## src/rtl/adc_pkg.sv

```systemverilog
// Shared definitions for the ADC sequencer: FSM encoding, frame bit counts,
// config-word layout and channel selection helpers.
package adc_pkg;

    typedef enum logic [2:0] {
        ST_IDLE  = 3'd0,
        ST_CONV  = 3'd1,
        ST_GAP   = 3'd2,
        ST_SHIFT = 3'd3,
        ST_WAIT  = 3'd4
    } adc_state_e;

    localparam int CONV_BITS = 2;
    localparam int GAP_BITS  = 1;
    localparam int CFG_BITS  = 6;

    // Config word bit positions; bit 5 leaves the DUT first.
    localparam int CFG_START_POS = 5;
    localparam int CFG_CH0_POS   = 4;
    localparam int CFG_CH2_POS   = 3;
    localparam int CFG_CH1_POS   = 2;
    localparam int CFG_ONE_POS   = 1;
    localparam int CFG_ZERO_POS  = 0;

    function automatic logic [CFG_BITS-1:0] cfg_word(input logic [2:0] ch);
        logic [CFG_BITS-1:0] w;
        w                = '0;
        w[CFG_START_POS] = 1'b1;
        w[CFG_CH0_POS]   = ch[0];
        w[CFG_CH2_POS]   = ch[2];
        w[CFG_CH1_POS]   = ch[1];
        w[CFG_ONE_POS]   = 1'b1;
        w[CFG_ZERO_POS]  = 1'b0;
        return w;
    endfunction

    // Lowest set mask bit above cur, else the lowest set bit overall.
    function automatic logic [2:0] next_ch(input logic [2:0] cur, input logic [7:0] mask);
        logic [2:0] nxt;
        nxt = '0;
        for (int i = 7; i >= 0; i--) begin
            if (mask[i]) nxt = 3'(i);
        end
        for (int i = 7; i >= 0; i--) begin
            if (mask[i] && (i > int'(cur))) nxt = 3'(i);
        end
        return nxt;
    endfunction

endpackage

```

## src/rtl/adc_bit_tick.sv

```systemverilog
// Bit-period divider: tick marks the last clk of each bit period, sck_hi_nxt
// says whether the coming cycle falls in the high half of the bit.
module adc_bit_tick #(
    parameter int CLK_DIV = 2
) (
    input  logic clk,
    input  logic reset_n,
    output logic tick,
    output logic sck_hi_nxt
);

    localparam int CW = (CLK_DIV > 2) ? $clog2(CLK_DIV) : 1;

    logic [CW-1:0] cnt_q;
    logic [CW-1:0] cnt_d;

    always_comb begin
        tick       = (cnt_q == '0);
        cnt_d      = tick ? CW'(CLK_DIV - 1) : (cnt_q - 1'b1);
        sck_hi_nxt = (cnt_d < CW'(CLK_DIV / 2));
    end

    always_ff @(posedge clk or negedge reset_n) begin
        if (!reset_n) cnt_q <= '0;
        else          cnt_q <= cnt_d;
    end

endmodule

```

## src/rtl/adc_seq_ctrl.sv

```systemverilog
// Round-robin ADC conversion sequencer with serial config/readback and a
// valid/ready sample port. Define ADC_SEQ_TIMESTAMP_EN to add sample_ts.
//
// state    | meaning
// IDLE     | waiting for enable with a non-empty channel mask
// CONV     | convst high, bits 0..1 of the frame
// GAP      | bit 2, ADC settles before shifting
// SHIFT    | bits 3..DATA_W+2, sck toggles, config out / data in
// WAIT     | remaining frame bits, then next frame or IDLE
module adc_seq_ctrl
    import adc_pkg::*;
#(
    parameter int CLK_DIV     = 2,
    parameter int CONV_PERIOD = 16,
    parameter int NUM_CH      = 8,
    parameter int DATA_W      = 12
) (
    input  logic              clk,
    input  logic              reset_n,
    input  logic              enable,
    input  logic [NUM_CH-1:0] ch_mask,
    output logic              adc_convst,
    output logic              adc_sck,
    output logic              adc_sdi,
    input  logic              adc_sdo,
    output logic [DATA_W-1:0] sample_data,
    output logic [2:0]        sample_ch,
    output logic              sample_valid,
    input  logic              sample_ready,
    output logic              overrun
`ifdef ADC_SEQ_TIMESTAMP_EN
    ,
    output logic [15:0]       sample_ts
`endif
);

    localparam int BW          = $clog2(CONV_PERIOD);
    localparam int SHIFT_FIRST = CONV_BITS + GAP_BITS;
    localparam int SHIFT_LAST  = SHIFT_FIRST + DATA_W - 1;

    logic tick;
    logic sck_hi_nxt;

    adc_bit_tick #(.CLK_DIV(CLK_DIV)) u_bit_tick (
        .clk        (clk),
        .reset_n    (reset_n),
        .tick       (tick),
        .sck_hi_nxt (sck_hi_nxt)
    );

    adc_state_e        state_q, state_d;
    logic [BW-1:0]     b_q, b_d;
    logic [2:0]        ch_ptr_q, ch_ptr_d;
    logic [2:0]        prev_ch_q, prev_ch_d;
    logic              have_prev_q, have_prev_d;
    logic [DATA_W-1:0] shift_q, shift_d;
    logic              convst_q, convst_d;
    logic              sck_q, sck_d;
    logic              sdi_q, sdi_d;
    logic [DATA_W-1:0] sample_data_q, sample_data_d;
    logic [2:0]        sample_ch_q, sample_ch_d;
    logic              sample_valid_q, sample_valid_d;
    logic              overrun_q, overrun_d;
    logic              load_smp;
    logic [7:0]        mask8;
    logic [CFG_BITS-1:0] cfg_w;
    logic              run;

    always_comb begin
        mask8              = '0;
        mask8[NUM_CH-1:0]  = ch_mask;
        run                = enable && (|ch_mask);
    end

    always_comb begin
        state_d        = state_q;
        b_d            = b_q;
        ch_ptr_d       = ch_ptr_q;
        prev_ch_d      = prev_ch_q;
        have_prev_d    = have_prev_q;
        shift_d        = shift_q;
        sample_data_d  = sample_data_q;
        sample_ch_d    = sample_ch_q;
        sample_valid_d = sample_valid_q && !sample_ready;
        overrun_d      = 1'b0;
        load_smp       = 1'b0;
        sdi_d          = 1'b0;

        if (tick) begin
            case (state_q)
                ST_IDLE: begin
                    if (run) begin
                        state_d     = ST_CONV;
                        b_d         = '0;
                        ch_ptr_d    = next_ch(ch_ptr_q, mask8);
                        have_prev_d = 1'b0;
                    end
                end
                ST_CONV: begin
                    b_d = b_q + 1'b1;
                    if (b_q == BW'(CONV_BITS - 1)) state_d = ST_GAP;
                end
                ST_GAP: begin
                    b_d = b_q + 1'b1;
                    if (b_q == BW'(SHIFT_FIRST - 1)) state_d = ST_SHIFT;
                end
                ST_SHIFT: begin
                    b_d = b_q + 1'b1;
                    if (b_q == BW'(SHIFT_LAST)) begin
                        state_d  = ST_WAIT;
                        load_smp = have_prev_q;
                    end
                end
                ST_WAIT: begin
                    if (b_q == BW'(CONV_PERIOD - 1)) begin
                        b_d = '0;
                        if (run) begin
                            state_d     = ST_CONV;
                            prev_ch_d   = ch_ptr_q;
                            ch_ptr_d    = next_ch(ch_ptr_q, mask8);
                            have_prev_d = 1'b1;
                        end else begin
                            state_d = ST_IDLE;
                        end
                    end else begin
                        b_d = b_q + 1'b1;
                    end
                end
                default: begin
                    state_d = ST_IDLE;
                    b_d     = '0;
                end
            endcase
        end

        // Serial outputs are computed from next-state so they come straight off flops.
        convst_d = (state_d == ST_CONV);
        sck_d    = (state_d == ST_SHIFT) && sck_hi_nxt;
        cfg_w    = cfg_word(ch_ptr_d);
        if (state_d == ST_SHIFT) begin
            for (int k = 0; k < CFG_BITS; k++) begin
                if (b_d == BW'(SHIFT_FIRST + k)) sdi_d = cfg_w[CFG_BITS-1-k];
            end
        end

        if (sck_d && !sck_q) shift_d = {shift_q[DATA_W-2:0], adc_sdo};

        if (load_smp) begin
            sample_data_d  = shift_q;
            sample_ch_d    = prev_ch_q;
            sample_valid_d = 1'b1;
            overrun_d      = sample_valid_q && !sample_ready;
        end
    end

    always_ff @(posedge clk or negedge reset_n) begin
        if (!reset_n) begin
            state_q        <= ST_IDLE;
            b_q            <= '0;
            ch_ptr_q       <= '0;
            prev_ch_q      <= '0;
            have_prev_q    <= 1'b0;
            shift_q        <= '0;
            convst_q       <= 1'b0;
            sck_q          <= 1'b0;
            sdi_q          <= 1'b0;
            sample_data_q  <= '0;
            sample_ch_q    <= '0;
            sample_valid_q <= 1'b0;
            overrun_q      <= 1'b0;
        end else begin
            state_q        <= state_d;
            b_q            <= b_d;
            ch_ptr_q       <= ch_ptr_d;
            prev_ch_q      <= prev_ch_d;
            have_prev_q    <= have_prev_d;
            shift_q        <= shift_d;
            convst_q       <= convst_d;
            sck_q          <= sck_d;
            sdi_q          <= sdi_d;
            sample_data_q  <= sample_data_d;
            sample_ch_q    <= sample_ch_d;
            sample_valid_q <= sample_valid_d;
            overrun_q      <= overrun_d;
        end
    end

`ifdef ADC_SEQ_TIMESTAMP_EN
    logic [15:0] ts_cnt_q, ts_cnt_d;
    logic [15:0] sample_ts_q, sample_ts_d;

    always_comb begin
        ts_cnt_d    = ts_cnt_q;
        sample_ts_d = sample_ts_q;
        if ((state_d == ST_CONV) && (state_q != ST_CONV)) ts_cnt_d = ts_cnt_q + 16'd1;
        if (load_smp) sample_ts_d = ts_cnt_q;
    end

    always_ff @(posedge clk or negedge reset_n) begin
        if (!reset_n) begin
            ts_cnt_q    <= '0;
            sample_ts_q <= '0;
        end else begin
            ts_cnt_q    <= ts_cnt_d;
            sample_ts_q <= sample_ts_d;
        end
    end

    assign sample_ts = sample_ts_q;
`endif

    assign adc_convst   = convst_q;
    assign adc_sck      = sck_q;
    assign adc_sdi      = sdi_q;
    assign sample_data  = sample_data_q;
    assign sample_ch    = sample_ch_q;
    assign sample_valid = sample_valid_q;
    assign overrun      = overrun_q;

endmodule

```

## config.mk

```make
export PLATFORM = sky130hd
export DESIGN_NAME = adc_seq_ctrl
export DESIGN_NICKNAME = d
export VERILOG_FILES = /design/src/rtl/adc_pkg.sv /design/src/rtl/adc_bit_tick.sv /design/src/rtl/adc_seq_ctrl.sv
export SDC_FILE = /design/constraint.sdc
export NUM_CORES = 1
export LEC_CHECK = 0
export ABC_AREA = 1
export CAP_MARGIN = 40
export CORE_ASPECT_RATIO = 2
export CORE_UTILIZATION = 50
export CTS_BUF_LIST = sky130_fd_sc_hd__clkbuf_4 sky130_fd_sc_hd__clkbuf_8 sky130_fd_sc_hd__clkbuf_16
export DETAILED_ROUTE_END_ITERATION = 12
export PLACE_DENSITY = 0.73
export SYNTH_ARGS = -nofsm -noshare
export SYNTH_HDL_FRONTEND = slang
export SYNTH_SLANG_ARGS = --single-unit
```

## constraint.sdc

```tcl
create_clock -name clk -period 2.9 [get_ports clk]
set_clock_uncertainty 0.05 [all_clocks]
set_input_delay 0.58 -clock clk [delete_from_list [all_inputs] [get_ports clk]]
set_output_delay 0.58 -clock clk [all_outputs]
set_load 0.02 [all_outputs]
```

* Word level (Yosys, flattened, before mapping)
Index checks and enable logic that the tools add are counted. Widths: inputs -> output; s select.
Storage, ports and cells: output and inout port bits 20, flip-flop bits (word level) 47, bits of input ports 13, word-level logic and storage cells 111
Operators by class: $add $sub $neg 2, equal/unequal tests 19, reduce and logical (&&, ||, !) cells 19, bitwise logic cells 1, $lt $le $gt $ge 8, muxes and demuxes 48
Operators with widths (count):
- $mux 3 | 24
- $mux 1 | 17
- $eq 4x3->1 const B | 4
- $pmux 3 s5 | 1
- $eq 4x4->1 const B | 3
- $gt 3x3->1 const A | 4
- $mux 4 | 3
- $pmux 4 s3 | 1
- $logic_and 1x1->1 | 11
- $eq 3x2->1 const B | 3
- $eq 4x2->1 const B | 2
- $reduce_or 8->1 | 1
- $eq 3x1->1 const B | 2
- $gt 2x3->1 const A | 2
- $ne 2x2->1 const B | 3
- $pmux 3 s2 | 1
- $reduce_and 5->1 | 1
- $add 4x1->4 const B | 1
- $eq 4x1->1 const B | 1
- $reduce_and 4->1 | 1
- $eq 3x3->1 const B | 1
- $gt 1x3->1 const A | 1
- $logic_not 3->1 | 1
- $reduce_or 3->1 | 1
- other kinds (6) | 7

* Depth between registers and ports, before layout
word-level depth 25, gate-level depth with buffers 15, depth with buffers taken out 15

* Hierarchy
A second synthesis with hierarchy kept.
Unflattened totals: cells, all modules 284, area total of the unflattened synthesis 2353.5 um2
By module, submodules not included:
- adc_seq_ctrl | cells an instance 282, area each 2324.7 um2, sequential area each 1151.1 um2, instances 1
- adc_bit_tick | cells an instance 2, area each 28.8 um2, sequential area each 25.0 um2, instances 1

* Worst setup path before layout
No wires, ideal clock.
path type input -> register, from in ch_mask[6], to reg shift_q[10], data required time 2733 ps, path slack 1045 ps, stages 14, arrival 1688 ps, buffers on the path 1, library setup time 117 ps, cells stage by stage inv_1 -> nand2_1 -> nor2_1 -> nand2_1 -> nand2_1 -> o21ai_1 -> nand2_1 -> nand2_2 -> nand3_2 -> nor2_4 -> nand2_4 -> buf_6 -> nand2_2 -> o21ai_2
Between the ends: longest elaborated chain between the ends 9, elaborated cells between the ends (all ways) 10, those cells by class eq/ne (1); mux (5); reduce/logical (4)
Ends and longest elaborated chain:
- start: declaration | RTL line adc_seq_ctrl.sv:21 | input logic [NUM_CH-1:0] ch_mask,
- $reduce_or 8->1 (*) | RTL line adc_seq_ctrl.sv:72 | run = enable && (|ch_mask);
- $logic_and 1x1->1 (*) | RTL line adc_seq_ctrl.sv:72
- $mux 1 | RTL line adc_seq_ctrl.sv:117 | if (run) begin
- $mux 3 | RTL line adc_seq_ctrl.sv:115 | if (b_q == BW'(CONV_PERIOD - 1)) begin
- $pmux 3 s5 (*) | RTL line adc_seq_ctrl.sv:90 | case (state_q)
- $mux 3 (*) | RTL line adc_seq_ctrl.sv:89 | if (tick) begin
- named net state_d[0] | RTL line adc_seq_ctrl.sv:51 | adc_state_e state_q, state_d;
- $eq 3x2->1 (*) | RTL line adc_seq_ctrl.sv:138 | sck_d = (state_d == ST_SHIFT) && sck_hi_nxt;
- $logic_and 1x1->1 (*) | RTL line adc_seq_ctrl.sv:138
- named net sck_d | RTL line adc_seq_ctrl.sv:58 | logic sck_q, sck_d;
- $logic_and 1x1->1 (*) | RTL line adc_seq_ctrl.sv:146 | if (sck_d && !sck_q) shift_d = {shift_q[DATA_W-2:0], adc_sdo};
- end signal: assignment | RTL line adc_seq_ctrl.sv:177 | shift_q <= shift_d;
- end: declaration | RTL line adc_seq_ctrl.sv:56 | logic [DATA_W-1:0] shift_q, shift_d;
The timed path passes the listed nets; every way through them passes the cells marked *. A chain may end at the register's enable or synchronous reset.

* Worst setup path after layout
from in ch_mask[3], to reg shift_q[1]
Same word-level chain as after synthesis.

==> impl_metrics.py <==
metrics = {
    "logic_synthesis": {
        "avgSynthCellArea_um2": 8.10,
        "synth_edf_count": 0,
        "synth_top_area_share_pct": 49.4,
        "yosysWarnings": 0,
        "yosys-top-cells-area": "dfrtp_1 (49%), nand2_1 (13%), inv_1 (6.8%)",
        "synthesis.nets": 310,
        "synth_common_cells": "nand2_1 (85), dfrtp_1 (47), inv_1 (43)",
        "ys_async_sr_fraction_pct": 100,
        "ys_types": 27,
        "syn_area_mm2": 0.00238,
        "synth.most_common_cell": "nand2_1",
        "postSynthCellCount": 294,
        "yosysSeqAreaShare_pct": 49.4,
        "synthFlopType": "dfrtp_1",
        "post-synth-top-area-cell": "dfrtp_1",
        "ys_ff_latch": 47,
    },
    "place": {
        "gp_routability_congestion": 0.950,
        "dp_hpwl_um": 3670,
        "post-place-ws_ps": 261,
        "portBuffers": 32,
    },
    "detailed_routing": {
        "ant_nets": 0,
        "routedWlPerCell_um": 12.3,
        "via_count": 1964,
        "drt_iter0_markers": 32,
        "vias_per_cell": 5.11,
        "wirelength_um": 4710,
        "first_pass_iters": 4,
        "drc_errors": 0,
    },
    "setup_path": {
        "cp_data_required_time_ps": 3030,
        "start_kind": "primary input",
        "r2r_cells": 10,
        "critPathMaxStageDelay_ps": 530,
        "r2r-end": "shift_q[1]",
        "cp_max_fo": 23,
        "critical-path-top-delay-family": "simple AND/OR/NAND/NOR gates",
        "critical_path_class": "in2reg",
        "r2r_slack_ps": 730,
        "cp_common_cell": "nand2_1",
        "crit_chain": "clkdlybuf4s50_1 -> nor2_1 -> inv_1 -> nor2_1 -> nand2_1 -> nand2_1 -> o21ai_1 -> nand2_1 -> nand2_2 -> nand3_2 -> nor2_4 -> nand2_4 -> nand2_1 -> o21ai_2",
        "r2r_start": "b_q[1]",
        "crit_buf_inv": 2,
        "endpoint_kind": "flip-flop",
        "cp.arrival_ps": 2450,
        "slowest_stage": "clkdlybuf4s50_1",
    },
    "clock_tree": {
        "htree_num_levels": 2,
        "worst_skew_pair.late_latency_ps": 290,
        "cts_sinks": 47,
        "cts_tree": "yes",
        "ctsResizeCount": 0,
        "clk_pin_slew_worst_paths_ps": 80,
        "cts_root_buf": "clkbuf_8",
        "cts_made_buffers": 5,
        "cts_setup_buffers": 0,
        "cts_hold_buf": 0,
        "cts_buffer_depth": 2,
    },
    "min_path": {
        "hp-class": "in2async",
    },
    "global_routing": {
        "globalRouteOverflowTotal": 0,
        "grt_pass1_vias": 1955,
        "grt_start_max_net_pins": 39,
        "grt_usage_pct": 21.4,
        "grt_pass1_wl_um": 8160,
        "antenna_found_initial": 0,
    },
    "sta": {
        "setup_slack_ps": 580,
        "rsz0062_at_grt": "no",
        "setup_tns_ps": 0,
        "layout_min_cycle_time_ps": 2320,
        "fmax_ghz": 0.431,
        "finalHoldViolCount": 0,
        "slew_viol_final": 0,
        "slew_headroom_pct": 70.7,
        "worstMarginPinSlew_ps": 435,
        "final-setup-viol-count": 0,
        "period_share_pct": 80.0,
    },
    "layout": {
        "n_fill_cell": 416,
        "register_area_mm2": 0.00118,
        "diodes": 0,
        "nNetsFinal": 344,
        "syn_to_final_growth_pct": 20.9,
        "multiInputGateArea_um2": 981,
        "drive_above_1_share_pct": 13.4,
    },
    "floorplanning": {
        "die_w_um": 50.8,
        "dieArea_mm2": 0.00506,
        "ioPinCount": 33,
        "fp.dieH_um": 99.6,
        "coreArea_mm2": 0.00460,
        "start_util_pct": 51.8,
        "num_rows": 35,
    },
    "job": {
        "drv_cap": 0,
    },
    "power": {
        "powerDensity_mw_per_mm2": 835,
        "leakage_uw": 0.00147,
        "ir_drop_mv": 0.675,
    },
    "status": {
        "status": "finished, final reports clean",
    },
}
## kinds of logic after synthesis
logic type      share of synthesized area, %
flops                                   49.4
simple gates                            25.5
compound gates                          11.9
mux                                     1.89
fa+ha+maj                               1.58
xor+xnor                               0.368
buf+inv                                 9.41
## cell type report
class                      instances  share of cell area, %
clock buffer                       6                   2.65
multi-input combinational        194                   34.1
sequential                        47                   40.9
clock inverter                     2                   2.09
tap                               55                   2.39
timing repair buffer              34                   11.9
inverter                          46                   6.00
## power breakdown
group	switching, µW	internal, µW
clock	207	354
sequential	148	821
combinational	554	320
total	910	1490
## through the flow
step / util, % / hold slack [ps] / total power (µW) / cell area [µm²] / cells
after floorplan: - / 234 / 1640 / 2380 / 294
after global placement: 59.2 / 404 / 1820 / 2720 / 375
after detailed placement: 59.6 / 409 / 1860 / 2740 / 376
after CTS: 62.6 / 89.9 / 2430 / 2880 / 384
after global routing: 62.6 / 88.9 / 2570 / 2880 / 384
final: 62.6 / 83.7 / 2400 / 2880 / 384
## state kept, by name (all words and copies together) (netlist names)
signal / count
have_prev_q: 1
state_q: 3
b_q: 4
prev_ch_q: 3
ch_ptr_q: 3
sample_ch: 3
adc_convst: 1
sample_data: 12
shift_q: 12
overrun: 1
u_bit_tick.cnt_q: 1
sample_valid: 1
adc_sdi: 1
adc_sck: 1
## per-layer routing
layer | routed length [µm] | GRT usage, % | vias up
li1 | - | - | 986
met1 | 1720 | 21.0 | 890
met2 | 2630 | 40.2 | 67
met3 | 140 | 3.82 | 21
met4 | 223 | 12.0 | 0
met5 | 0 | 0 | -
## layout by cell type (no fill, tap or decap)
cell type        synthesis  final
buf_4                    0      1
xor2_1                   1      1
o21ai_1                  2      2
a31oi_1                  1      1
a21oi_1                  7      7
nand2_2                 11     11
nand3_2                  1      1
ha_1                     3      3
bufinv_16                0      2
a21boi_0                 2      2
nand2_4                  1      1
o211ai_1                 1      1
inv_2                    3      3
nor2_2                   1      1
dfrtp_1                 47     47
buf_12                   0      1
clkbuf_8                 0      5
inv_1                   43     43
o21ai_0                 21     21
nor2_4                   1      1
nand2_1                 85     85
nand3_1                 16     16
a21boi_1                 1      1
mux2_2                   4      4
o21ai_2                 11     11
nor3_1                   2      2
nand4_1                  3      3
buf_2                    2      1
nor2_1                  19     19
clkbuf_4                 0      1
clkdlybuf4s50_1          0     31
## worst max path at each step
| stage | startpoint | to | slack (ps) | depth (start not counted) |
|---|---|---|---|---|
| 6_report | ch_mask[3] | shift_q[1] | 580 | 14 |
| 5_1_grt | ch_mask[6] | shift_q[1] | 370 | 14 |
| 4_1_cts | ch_mask[7] | shift_q[1] | 560 | 14 |
| 3_5_place_dp | ch_mask[7] | shift_q[2] | 260 | 14 |
| 3_3_place_gp | ch_mask[7] | shift_q[2] | 350 | 14 |
| 2_1_floorplan | ch_mask[6] | shift_q[10] | 1050 | 14 |
(Power assumes the default switching activity.)
